==> config.mk <==
export PLATFORM = sky130hd
export DESIGN_NAME = bitwise_issuer
export DESIGN_NICKNAME = d
export VERILOG_FILES = /design/src/rtl/bitwise_issuer.sv
export SDC_FILE = /design/constraint.sdc
export NUM_CORES = 1
export LEC_CHECK = 0
export ABC_AREA = 0
export CORE_ASPECT_RATIO = 1.5
export CORE_MARGIN = 4
export CORE_UTILIZATION = 50
export DETAILED_ROUTE_END_ITERATION = 7
export GPL_TIMING_DRIVEN = 1
export PLACE_DENSITY = 0.72
export SYNTH_ARGS = -nofsm -noshare
export SYNTH_HDL_FRONTEND = slang
export SYNTH_SLANG_ARGS = --single-unit
==> constraint.sdc <==
create_clock -name clk -period 4.39 [get_ports clk]
set_input_delay 0.878 -clock clk [delete_from_list [all_inputs] [get_ports clk]]
set_output_delay 0.878 -clock clk [all_outputs]
set_load 0.01 [all_outputs]
==> src/rtl/bitwise_issuer.sv <==
// bitwise_issuer
//   Command initiator for the bitwise register-write controller. Commands
//   (op, data) are queued in a small circular FIFO. On go the queue drains one
//   command at a time: a single-cycle strobe s presents the FIFO head on
//   op/cmd_data, then the issuer waits for done before issuing the next. A
//   watchdog moves to a sticky error state if done never arrives.
//
// Ports
//   clk, reset        rising-edge clock, asynchronous active-high reset
//   push/push_op/push_data   enqueue a command (dropped when full)
//   go                start draining (idle) / clear error (error state)
//   done              responder complete, sampled only while waiting
//   s/op/cmd_data     command strobe and payload to the controller
//   full/empty/count  FIFO status
//   busy              issuing or waiting for done
//   error             watchdog expired; held until go
module bitwise_issuer #(
    parameter int DEPTH   = 4,
    parameter int TIMEOUT = 15
) (
    input  logic                     clk,
    input  logic                     reset,
    input  logic                     push,
    input  logic [3:0]               push_op,
    input  logic [7:0]               push_data,
    input  logic                     go,
    input  logic                     done,
    output logic                     s,
    output logic [3:0]               op,
    output logic [7:0]               cmd_data,
    output logic                     full,
    output logic                     empty,
    output logic [$clog2(DEPTH):0]   count,
    output logic                     busy,
    output logic                     error
);

    localparam int AW = $clog2(DEPTH);
    localparam int CW = AW + 1;
    localparam logic [CW-1:0] DEPTH_C    = CW'(DEPTH);
    localparam logic [7:0]    TIMEOUT_M1 = 8'(TIMEOUT - 1);

    typedef enum logic [1:0] {
        ST_IDLE,
        ST_ISSUE,
        ST_WAIT,
        ST_ERR
    } state_t;

    state_t          state_q, state_d;
    logic [AW-1:0]   wr_ptr_q, wr_ptr_d;
    logic [AW-1:0]   rd_ptr_q, rd_ptr_d;
    logic [CW-1:0]   count_q, count_d;
    logic [7:0]      wdog_q, wdog_d;

    logic [3:0]      mem_op_q   [DEPTH];
    logic [7:0]      mem_data_q [DEPTH];
    logic [3:0]      held_op_q;
    logic [7:0]      held_data_q;

    logic            push_ok;
    logic            pop;

    // FIFO bookkeeping: pointers wrap naturally because DEPTH is a power of two.
    always_comb begin
        push_ok  = push && (count_q != DEPTH_C);
        pop      = (state_q == ST_ISSUE);
        wr_ptr_d = push_ok ? wr_ptr_q + AW'(1) : wr_ptr_q;
        rd_ptr_d = pop ? rd_ptr_q + AW'(1) : rd_ptr_q;
        count_d  = count_q;
        case ({push_ok, pop})
            2'b10:   count_d = count_q + CW'(1);
            2'b01:   count_d = count_q - CW'(1);
            default: count_d = count_q;
        endcase
    end

    // Next-state and watchdog. done wins over the watchdog on the same edge.
    always_comb begin
        state_d = state_q;
        wdog_d  = wdog_q;
        case (state_q)
            ST_IDLE: begin
                if (go && (count_q != '0)) state_d = ST_ISSUE;
            end
            ST_ISSUE: begin
                wdog_d  = '0;
                state_d = ST_WAIT;
            end
            ST_WAIT: begin
                if (done) begin
                    // count_q already reflects the pop made on the issue cycle.
                    state_d = (count_q != '0) ? ST_ISSUE : ST_IDLE;
                end else if (wdog_q == TIMEOUT_M1) begin
                    state_d = ST_ERR;
                end else begin
                    wdog_d = wdog_q + 8'd1;
                end
            end
            ST_ERR: begin
                if (go) state_d = ST_IDLE;
            end
            default: state_d = ST_IDLE;
        endcase
    end

    always_ff @(posedge clk or posedge reset) begin
        if (reset) begin
            state_q  <= ST_IDLE;
            wr_ptr_q <= '0;
            rd_ptr_q <= '0;
            count_q  <= '0;
            wdog_q   <= '0;
        end else begin
            state_q  <= state_d;
            wr_ptr_q <= wr_ptr_d;
            rd_ptr_q <= rd_ptr_d;
            count_q  <= count_d;
            wdog_q   <= wdog_d;
        end
    end

    // Payload storage needs no reset: outputs are gated by state, and the
    // pointers/count define which entries are valid.
    always_ff @(posedge clk) begin
        if (push_ok) begin
            mem_op_q[wr_ptr_q]   <= push_op;
            mem_data_q[wr_ptr_q] <= push_data;
        end
        if (pop) begin
            held_op_q   <= mem_op_q[rd_ptr_q];
            held_data_q <= mem_data_q[rd_ptr_q];
        end
    end

    // Outputs decode from state only, so reset forces them low immediately.
    always_comb begin
        s        = 1'b0;
        op       = '0;
        cmd_data = '0;
        case (state_q)
            ST_ISSUE: begin
                s        = 1'b1;
                op       = mem_op_q[rd_ptr_q];
                cmd_data = mem_data_q[rd_ptr_q];
            end
            ST_WAIT: begin
                op       = held_op_q;
                cmd_data = held_data_q;
            end
            default: begin
                s        = 1'b0;
            end
        endcase
    end

    assign busy  = (state_q == ST_ISSUE) || (state_q == ST_WAIT);
    assign error = (state_q == ST_ERR);
    assign full  = (count_q == DEPTH_C);
    assign empty = (count_q == '0);
    assign count = count_q;

endmodule

After elaboration in Yosys (flattened, before gate mapping)
Memory sizes are Yosys's and may differ from the RTL's.
Cells that the tools add are included.
Widths: inputs -> output; s select.
{ "totals": {"output_inout_bits": 20, "input_bits": 17, "reg_bits": 29, "ram_bits": 48, "elab_cells": 52, "n_memories": 2} }
{ "op_classes": {"mux": 15, "add_sub_neg": 5, "reduce_logical": 10, "n_eq_ne": 13} }
{ "mem_list": {"columns": ["name", "depth", "word_bits", "read_ports", "rd_ports_with_merged_regs", "write_ports", "line_no", "text"], "rows": [
  ["mem_data_q", 4, 8, 1, 0, 1, "57", "logic [7:0] mem_data_q [DEPTH];"],
  ["mem_op_q", 4, 4, 1, 0, 1, "56", "logic [3:0] mem_op_q [DEPTH];"]
]} }
{ "op_table": {"columns": ["operator", "count"], "rows": [
  ["$pmux 8 s2", 2],
  ["$mux 8", 2],
  ["$add 8x1->8 const B", 1],
  ["$eq 8x4->1 const B", 1],
  ["$mux 2", 4],
  ["$ne 2x2->1 const B", 4],
  ["$pmux 2 s4", 1],
  ["$pmux 4 s2", 1],
  ["$eq 2x2->1 const B", 3],
  ["$ne 3x3->1 const B", 2],
  ["$pmux 3 s2", 1],
  ["$reduce_and 3->1", 2],
  ["$add 2x1->2 const B", 2],
  ["$eq 2x1->1 const B", 2],
  ["$mux 1", 4],
  ["$reduce_bool 2->1", 2],
  ["$add 3x1->3 const B", 1],
  ["$eq 3x3->1 const B", 1],
  ["$logic_not 3->1", 1],
  ["$reduce_bool 3->1", 1],
  ["$sub 3x1->3 const B", 1],
  ["$logic_and 1x1->1", 2],
  ["$logic_not 2->1", 1],
  ["$logic_or 1x1->1", 1]
]} }

Depth between registers and ports, before layout
Gate-level depths: netlist of run 1.
{ "logic_depth": {"word_depth": 4, "mapped_depth": 9} }

Least setup slack after synthesis of run 1
OpenSTA, ideal clock, no wires.
{ "synth_path": {"path_kind": "register to output", "start": "reg state_q[1]", "end": "out op[2]", "path_stages_with_launch": 6, "arrival_time_ps": 1818, "slack_ps": 1694, "path_cell_list": "dfrtp_1 inv_1 ha_1 and2_1 clkbuf_1 a22o_1"} }
{ "synth_between": {"elab_chain_len": 2, "elab_cells_between_ends": 3, "cone_classes": "2 x eq/ne; 1 x mux"} }
{ "synth_lines": {"columns": ["element", "line_no", "text"], "rows": [
  ["from (decl)", "50", "state_t state_q, state_d;"],
  ["from (signal assigned)", "115", "state_q <= state_d;"],
  ["$eq 2x2->1 or $eq 2x1->1 (tied branches)", "141", "case (state_q)"],
  ["$pmux 4 s2 *", "141", null],
  ["to (decl)", "29", "output logic [3:0] op,"]
]} }
Every way passes the cells marked *; elsewhere a longest branch is shown, timed or not.

Worst setup path after layout of run 1
{ "layout_path": {"start": "reg state_q[0]", "end": "out cmd_data[4]"} }
{ "layout_between": {"elab_chain_len": 2, "elab_cells_between_ends": 3, "cone_classes": "2 x eq/ne; 1 x mux"} }
{ "layout_lines": {"columns": ["element", "line_no", "text"], "rows": [
  ["$eq 2x2->1 or $eq 2x1->1 (tied branches)", "141", null],
  ["$pmux 8 s2 *", "141", null],
  ["to (decl)", "30", "output logic [7:0] cmd_data,"]
]} }
Marks and branches as above.

==> results of run 1 <==
==> final timing paths <==
check / slack (ns) / depth (start not counted) / end
hold / removal: 0.54 / 1 / count[2]
setup / recovery: 0.95 / 5 / cmd_data[4]
max in group asynchronous: 2.98 / 2 / rd_ptr_q[0]
hold reg to reg: 0.54 / 1 / count[2]
setup reg to reg: 2.30 / 9 / count[2]
min in group asynchronous: 0.96 / 2 / wr_ptr_q[1]
==> metrics by stage <==
stage               worst slack (ns)  instances  hold slack [ns]  total power, uW
floorplan                      1.694        196           0.5061             1773
global placement               1.294        303           0.5204             2140
detailed placement             1.295        303           0.5298             2171
CTS                           0.9183        319           0.5432             2732
global route                  0.8132        319           0.5847             2854
finish                        0.9542        319           0.5369             2693
==> state kept, by name, summed over array words and instances (netlist names) <==
register / cells
held_op_q: 4
count: 3
held_data_q: 8
rd_ptr_q: 2
mem_data_q: 32
wr_ptr_q: 2
state_q: 2
mem_op_q: 16
wdog_q: 8
==> critical path, cell delays in order, from the launching register on <==
cell and delay (ns):
dfrtp_1 0.41, inv_1 0.18, ha_1 0.39, and2_1 0.46, a22o_1 0.24, clkdlybuf4s50_1 0.54
==> cell usage in the layout (no fill, tap or decap), types with 2 or more instances in the layout <==
master	Yosys	final
nor3_1	2	2
clkinv_2	0	3
nor4b_1	2	2
edfxtp_1	60	60
bufinv_16	0	2
dfrtp_1	17	17
clkbuf_8	0	9
inv_1	13	13
o21ai_0	4	4
or3_1	2	2
a21oi_1	7	7
or4_1	2	2
mux4_2	12	12
nor2b_1	3	3
xnor2_1	3	3
a22o_1	11	11
xor2_1	3	3
ha_1	12	12
nand2_1	5	5
clkbuf_1	3	2
clkdlybuf4s50_1	0	36
mux2i_1	2	2
and2_1	6	6
==> cells by family (layout without fill, tap and decap cells) <==
group,count (synthesis),in the layout,synth area share (%)
adder cells (fa/ha/maj),13,13,5.151
multiplexers,15,15,9.129
XOR/XNOR,6,6,1.591
AND/OR/NAND/NOR,33,33,6.440
AO/OA/AOI/OAI,33,33,7.993
flip-flops,77,77,67.42
buffers and inverters,19,66,2.273
==> per-layer routing <==
| layer | routed length (microns) | global-route usage (%) | vias up |
|---|---|---|---|
| met1 | 2301 | 19.18 | 905 |
| met2 | 3257 | 27.86 | 25 |
| met3 | 174 | 3.458 | 8 |
| met5 | 0 | 0 | - |
| met4 | 95 | 6.107 | 0 |
| li1 | - | - | 851 |
==> power breakdown <==
part	internal, uW	switching (uW)	leakage [uW]
Combinational	503	455	0.000547
Sequential	1040	141	0.000771
Clock	318	240	0.000107
==> final cells by class <==
type                    instances  share of cell area (%)
clock buffers                  11                   3.329
clock inverters                 5                   1.902
inverters                      13                   1.237
multi-input cells             100                   25.36
flip-flops and latches         77                   56.44
well taps                      76                   2.410
repair buffers                 37                   9.322
==> results, run 1 <==
- The routed layout has 1,789 vias.
- Yosys instantiated no cell more often than edfxtp_1.
- IR analysis of the VDD net gives a maximum drop of 0.2928 mV.
- Sorting the synthesized cells by area gives the leading types as edfxtp_1 (55%), dfrtp_1 (13%), mux4_2 (8.2%), ha_1 (4.5%), a22o_1 (2.9%).
- In the final routed layout, each cell accounts on average for 18.27 microns.
- The first detailed-routing pass took 4 iterations.
- The achievable clock frequency is 0.2911 GHz.
- The number of nets still failing antenna checks after routing is 0.
- The post-DP HPWL is 4.092 mm.
- From synthesis to final layout, the design area changed by 19.47%.
- Synthesis handed over a netlist of 196 instances.
- The commonest cells after synthesis are edfxtp_1 (60), dfrtp_1 (17), inv_1 (13).
- The synthesized design contains 77 register bits.
- The maximum number of pins on one net before global-route repair is 20.
- The tree is rooted in a clkbuf_8.
- After detailed routing, the number of remaining DRC violations is 0.
- The clock reaches the later pin of the worst-skew pair after 0.34 ns.
- The number of pins exceeding their max-slew limit in the final report was 0.
- The count of instances resized after the clock tree is built is 0.
- The placed instance area is 3740 sq um.
- The tightest min-delay check is of the reg2reg type.
- The placeable core region is 6441 sq um.
- The number of nets in the final layout is 268.
- Summing the sequential cell areas from Yosys gives 67.42% of the chip area.
- The number of clock buffers inserted by TritonCTS is 9.
- The floorplan step set the die width to 74.37 microns.
- Data on the critical path arrives at its endpoint at 2.56 ns.
- The startpoint identified for the worst hold timing path is count[2].
- The largest clock skew in the final design is 0.01113 ns.
- Buffers added to address setup during post-CTS repair amount to 0.
- The count of endpoints failing hold in the final timing report is 0.
- The number of unique standard cell types used by synthesis is 44.
- The clock transition at the register clock pins on the worst setup and hold paths after CTS is 0.07 ns.
- The async set-or-reset flop fraction in the synthesized netlist is 22.08%.
- The count of port buffers added during placement is 36.
- The area occupied by multi-input gates is 1001 sq um.
- The first global-routing pass estimated 9.356 mm of wire.
- Among all flip-flop cells after synthesis, the most frequent one is edfxtp_1.
- At the worst endpoint, the required time is 3.51 ns.
- For the finished layout, the period the worst path requires is 3.436 ns.
- Along the worst path, the maximum fanout reaches 11.
- The flow ran to the end, and the final reports show no timing, DRC or antenna violations.
- The ratio of cells with drive above 1 in the final layout is 13.58%.
- The startpoint identified for the worst register-to-register timing path is state_q[1].
- The launch point of the critical path is state_q[0].
- Setup repair after global routing left no endpoint under its margin.
- The share of the synthesized area in the top cell type is 54.55%.
- The DRC violation total after the first TritonRoute iteration is 92.
- The setup TNS is 0 ns.
- The slew at the pin with the worst max-slew slack is 0.8136 ns.
- The nature of the critical path startpoint is a flip-flop.
- The mean instance size in the synthesized netlist is 16.85 sq um.
- The congestion estimate from routability-driven global placement came to 0.8311.
- In this run the count of I/O pins placed on the die edge is 37.
- The worst setup path is captured at an output pin.
- The analysis attributes to cell leakage a power of 0.001425 uW.
- Across every metal layer, demand over resource in global routing totals 16.09%.
- The number of antenna violations at the first check in global routing is 0.
- The leftover overflow at the end of global routing is 0.
- The max-capacitance violation count is 0.
- The critical path class is reg2out.
- The clock tree synthesis step divided the H-tree into 3 levels.
- Of the available clock period, the critical path in the final layout requires 78.26%.
- Synthesis produced a netlist with a net count of 226.
- The finished layout cell area is 3946 sq um.
- Registers take 2227 sq um.
- The post-synthesis cell type with the largest combined area is edfxtp_1.
- Row generation in the floorplan step produced 36 rows.
- The starting density of the core is 51.28%.
- The number of global-route vias before repair is 1,868.
- The power density normalized to cell area is 682.4 nW/um^2.
- The full die area is 7998 sq um.
- The vertical die dimension is 107.5 microns.
- Setup violations remaining at the end of the flow were counted as 0.
- The post-cts hold buffer count is 0.
- After filler insertion, the fill cell instance count of the layout stands at 485.
- Measured on the finished design, the core utilization comes to 61.27%.
- The number of sinks driven by the clock tree is 77.
- The synthesis warning total is 0.
- The via-per-instance ratio is 5.608.
- After detailed routing, the total wire length is 5.828 mm.
- The TritonCTS clock tree is built.
- The number of inserted diodes is 0.
- The cell area that synthesis handed to floorplanning was 3303 sq um.
- The maximum buffer depth of the clock tree is 2.
- The number of flops mapped to enable cells by yosys is 60.
- The worst slew margin relative to its limit is 45.76%.
No activity file was read; power rests on OpenSTA's default activity.
==> inputs of run 2 (changes only) <==
--- a/config.mk
+++ b/config.mk
@@ -11,7 +11,7 @@
 export CORE_UTILIZATION = 50
 export DETAILED_ROUTE_END_ITERATION = 7
 export GPL_TIMING_DRIVEN = 1
-export PLACE_DENSITY = 0.72
+export PLACE_DENSITY = 0.75
 export SYNTH_ARGS = -nofsm -noshare
 export SYNTH_HDL_FRONTEND = slang
 export SYNTH_SLANG_ARGS = --single-unit
==> constraint.sdc (replaced) <==
create_clock -name clk -period 3 [get_ports clk]
set_input_delay 0.6 -clock clk [delete_from_list [all_inputs] [get_ports clk]]
set_output_delay 0.6 -clock clk [all_outputs]
set_load 0.01 [all_outputs]
==> run 2 against run 1 <==
  * Total power grew 48%
  * Combinational power grew 62%
  * Flip-flop and latch count is the same
  * First-iteration DRC count shrank 23%
  * Critical endpoint is now cmd_data[5]
  * Hold slack gained 0.011 ns
  * Global-route usage grew 0.42 points
  * Largest power group unchanged
  * Utilization grew 0.95 points
  * Sequential power grew 39%
  * Via count grew 0.84%
==> results, run 2 (synthesis results as in run 1) <==
- The nature of the critical path startpoint is a flip-flop.
- The worst slew margin relative to its limit is 51.30% (+5.5 points).
- The iteration count of the initial detailed-routing pass is 4 (unchanged).
- The number of remaining DRC errors is 0 (unchanged).
- The routed length per instance is 17.73 microns (-3.0%).
- The number of clock buffers inserted by TritonCTS was 9 (unchanged).
- The leftover overflow at the end of global routing is 0 (unchanged).
- The setup TNS is 0 ns (unchanged).
- The required time reported for the critical path endpoint was 2.40 ns (-1.11 ns).
- The maximum resistive drop on vdd came to 0.5323 mV (+82%).
- In the final layout, the registers with the most flip-flops are mem_data_q: 32 flops, mem_op_q: 16 flops.
- The worst path arrival time is 2.28 ns (-0.28 ns).
- The total routing usage reported by global routing is 16.51% (+0.42 points).
- The maximum number of pins on one net before global-route repair is 19 (-5.0%).
- The ratio of cells with drive above 1 in the final layout was 17.93% (+4.3 points).
- The DRC violation total after the first TritonRoute iteration is 71 (-23%).
- Setup repair after global routing left no endpoint under its margin.
- The post-DP HPWL is 4.036 mm (-1.3%).
- The number of nets still failing antenna checks after routing was 0 (unchanged).
- The number of global-route vias before repair is 1,920 (+2.8%).
- The source-to-sink clock delay at the later pin of the worst-skew pair is 0.34 ns (about the same).
- STA classifies the critical path endpoint as an output pin.
- The I/O pin total was 37 (unchanged).
- The post-cts hold buffer count is 0 (unchanged).
- The count of port buffers added during placement is 36 (unchanged).
- The largest fanout of any net on the critical path was 11 (unchanged).
- The achievable clock frequency is 0.3477 GHz.
- The number of antenna violations at the first check in global routing is 0 (unchanged).
- The TritonCTS clock tree is built.
- The maximum level of the CTS H-tree is 3 (unchanged).
- The full die area is 7998 sq um (unchanged).
- The starting density of the core is 51.28% (unchanged).
- The last weighted congestion value of the routability-driven placer was 0.8622 (+3.7%).
- The power density normalized to cell area is 993.8 nW/um^2 (+46%).
- The number of cell rows is 36 (unchanged).
- The final setup violation count was 0 (unchanged).
- The final critical-path required period is 2.876 ns.
- The hold slack was 0.5477 ns (+0.01079 ns).
- The placeable core region is 6441 sq um (unchanged).
- The total via count after detailed routing was 1,804 (+0.84%).
- The part of the cycle the worst path needs is 95.87%.
- The number of cells on the worst reg-to-reg path is 9 (unchanged).
- Leaving out fill and tap cells, the most frequent cells in the layout are edfxtp_1 (60), clkdlybuf4s50_1 (36), dfrtp_1 (17).
- The vertical die dimension is 107.5 microns (unchanged).
- The number of flip-flops in the largest register was 32 (unchanged).
- The number of nets in the final layout is 276 (+3.0%).
- The critical path class is reg2out.
- CTS placed an instance of clkbuf_8 at the clock tree root.
- The count of endpoints failing hold in the final timing report is 0 (unchanged).
- Leaving out fill and tap cells, the most frequent cell in the layout is edfxtp_1.
- The number of pins exceeding their max-slew limit in the final report is 0 (unchanged).
- The die outline width is 74.37 microns (unchanged).
- Relative to the synthesized area, the layout overhead comes to 21.33%.
- The core occupancy in the finished layout came to 62.22% (+0.95 points).
- The slew at the pin with the worst max-slew slack is 0.7296 ns (-0.08395 ns).
- The clock transition at the register clock pins on the worst setup and hold paths after CTS was 0.09 ns (+0.02 ns).
- The total power is 3983 uW (+48%).
- The number of inserted diodes is 0 (unchanged).
- The number of sinks driven by the clock tree is 77 (unchanged).
- The flow ran to the end, and the final reports show no timing, DRC or antenna violations.
- The wire length after detailed routing came to 5.797 mm (-0.53%).
- The number of cells traversed by the worst hold path is 1 (unchanged).
- The max-capacitance violation count is 0 (unchanged).
- The number of setup buffers added after CTS is 0 (unchanged).
- The wire length of the first global-routing pass came to 9.687 mm (+3.5%).
- The worst min-delay path class is reg2reg.
- The top register by number of flip-flops is mem_data_q.
- The via-per-instance ratio is 5.517 (-1.6%).
- The leakage power total is 0.001455 uW (+2.1%).
- The largest clock skew in the final design is 0.01207 ns (+0.0009446 ns).
- The maximum buffer depth of the clock tree came to 2 (unchanged).
==> run 2: metal layers <==
layer  global-route usage, %  routed length (microns)
met4                   9.415                      175
met3                   3.832                      218
met1                   20.63                     2402
met2                   25.91                     3001
met5                       0                        0
==> run 2: repair_timing <==
action | 4_1_cts | 5_1_grt
gates resized for setup | 2 | 0
hold endpoints to repair | 0 | 0
endpoints found under the setup margin | 8 | 0
==> run 2: final timing paths <==
check	start	slack, ns	to
max reg2reg	state_q[1]	0.88	count[2]
max in group asynchronous	reset	1.86	wdog_q[0]
max	state_q[0]	0.12	cmd_data[5]
min reg2reg	count[2]	0.55	count[2]
min in group asynchronous	reset	0.66	wr_ptr_q[0]
min	count[2]	0.55	count[2]
==> run 2: final cells by class <==
type	instances	area, sq um
clock buffer	9	123.9
sequential	77	2227
tap	76	95.09
inverter	13	48.80
clock inverter	7	81.33
fill	501	2434
multi-input combinational	100	1003
timing repair buffer	45	427.9
==> run 2: power by group <==
part	switching [uW]	internal (uW)
Sequential	122	1510
Combinational	763	784
Clock	405	396
==> run 2: worst max-delay path: stages, from the launching register on <==
cell	delay [ns]
dfrtp_1	0.41
inv_1	0.17
ha_1	0.30
and2_2	0.30
a22o_1	0.26
clkdlybuf4s50_1	0.50
==> run 2: metrics by stage <==
step | cell area (sq um) | std cells | worst slack [ns]
2_1_floorplan | 3303 | 196 | 0.5816
3_3_place_gp | 3800 | 311 | 0.4285
3_5_place_dp | 3800 | 311 | 0.3614
4_1_cts | 4008 | 327 | 0.1056
5_1_grt | 4008 | 327 | 0.006267
6_report | 4008 | 327 | 0.1238
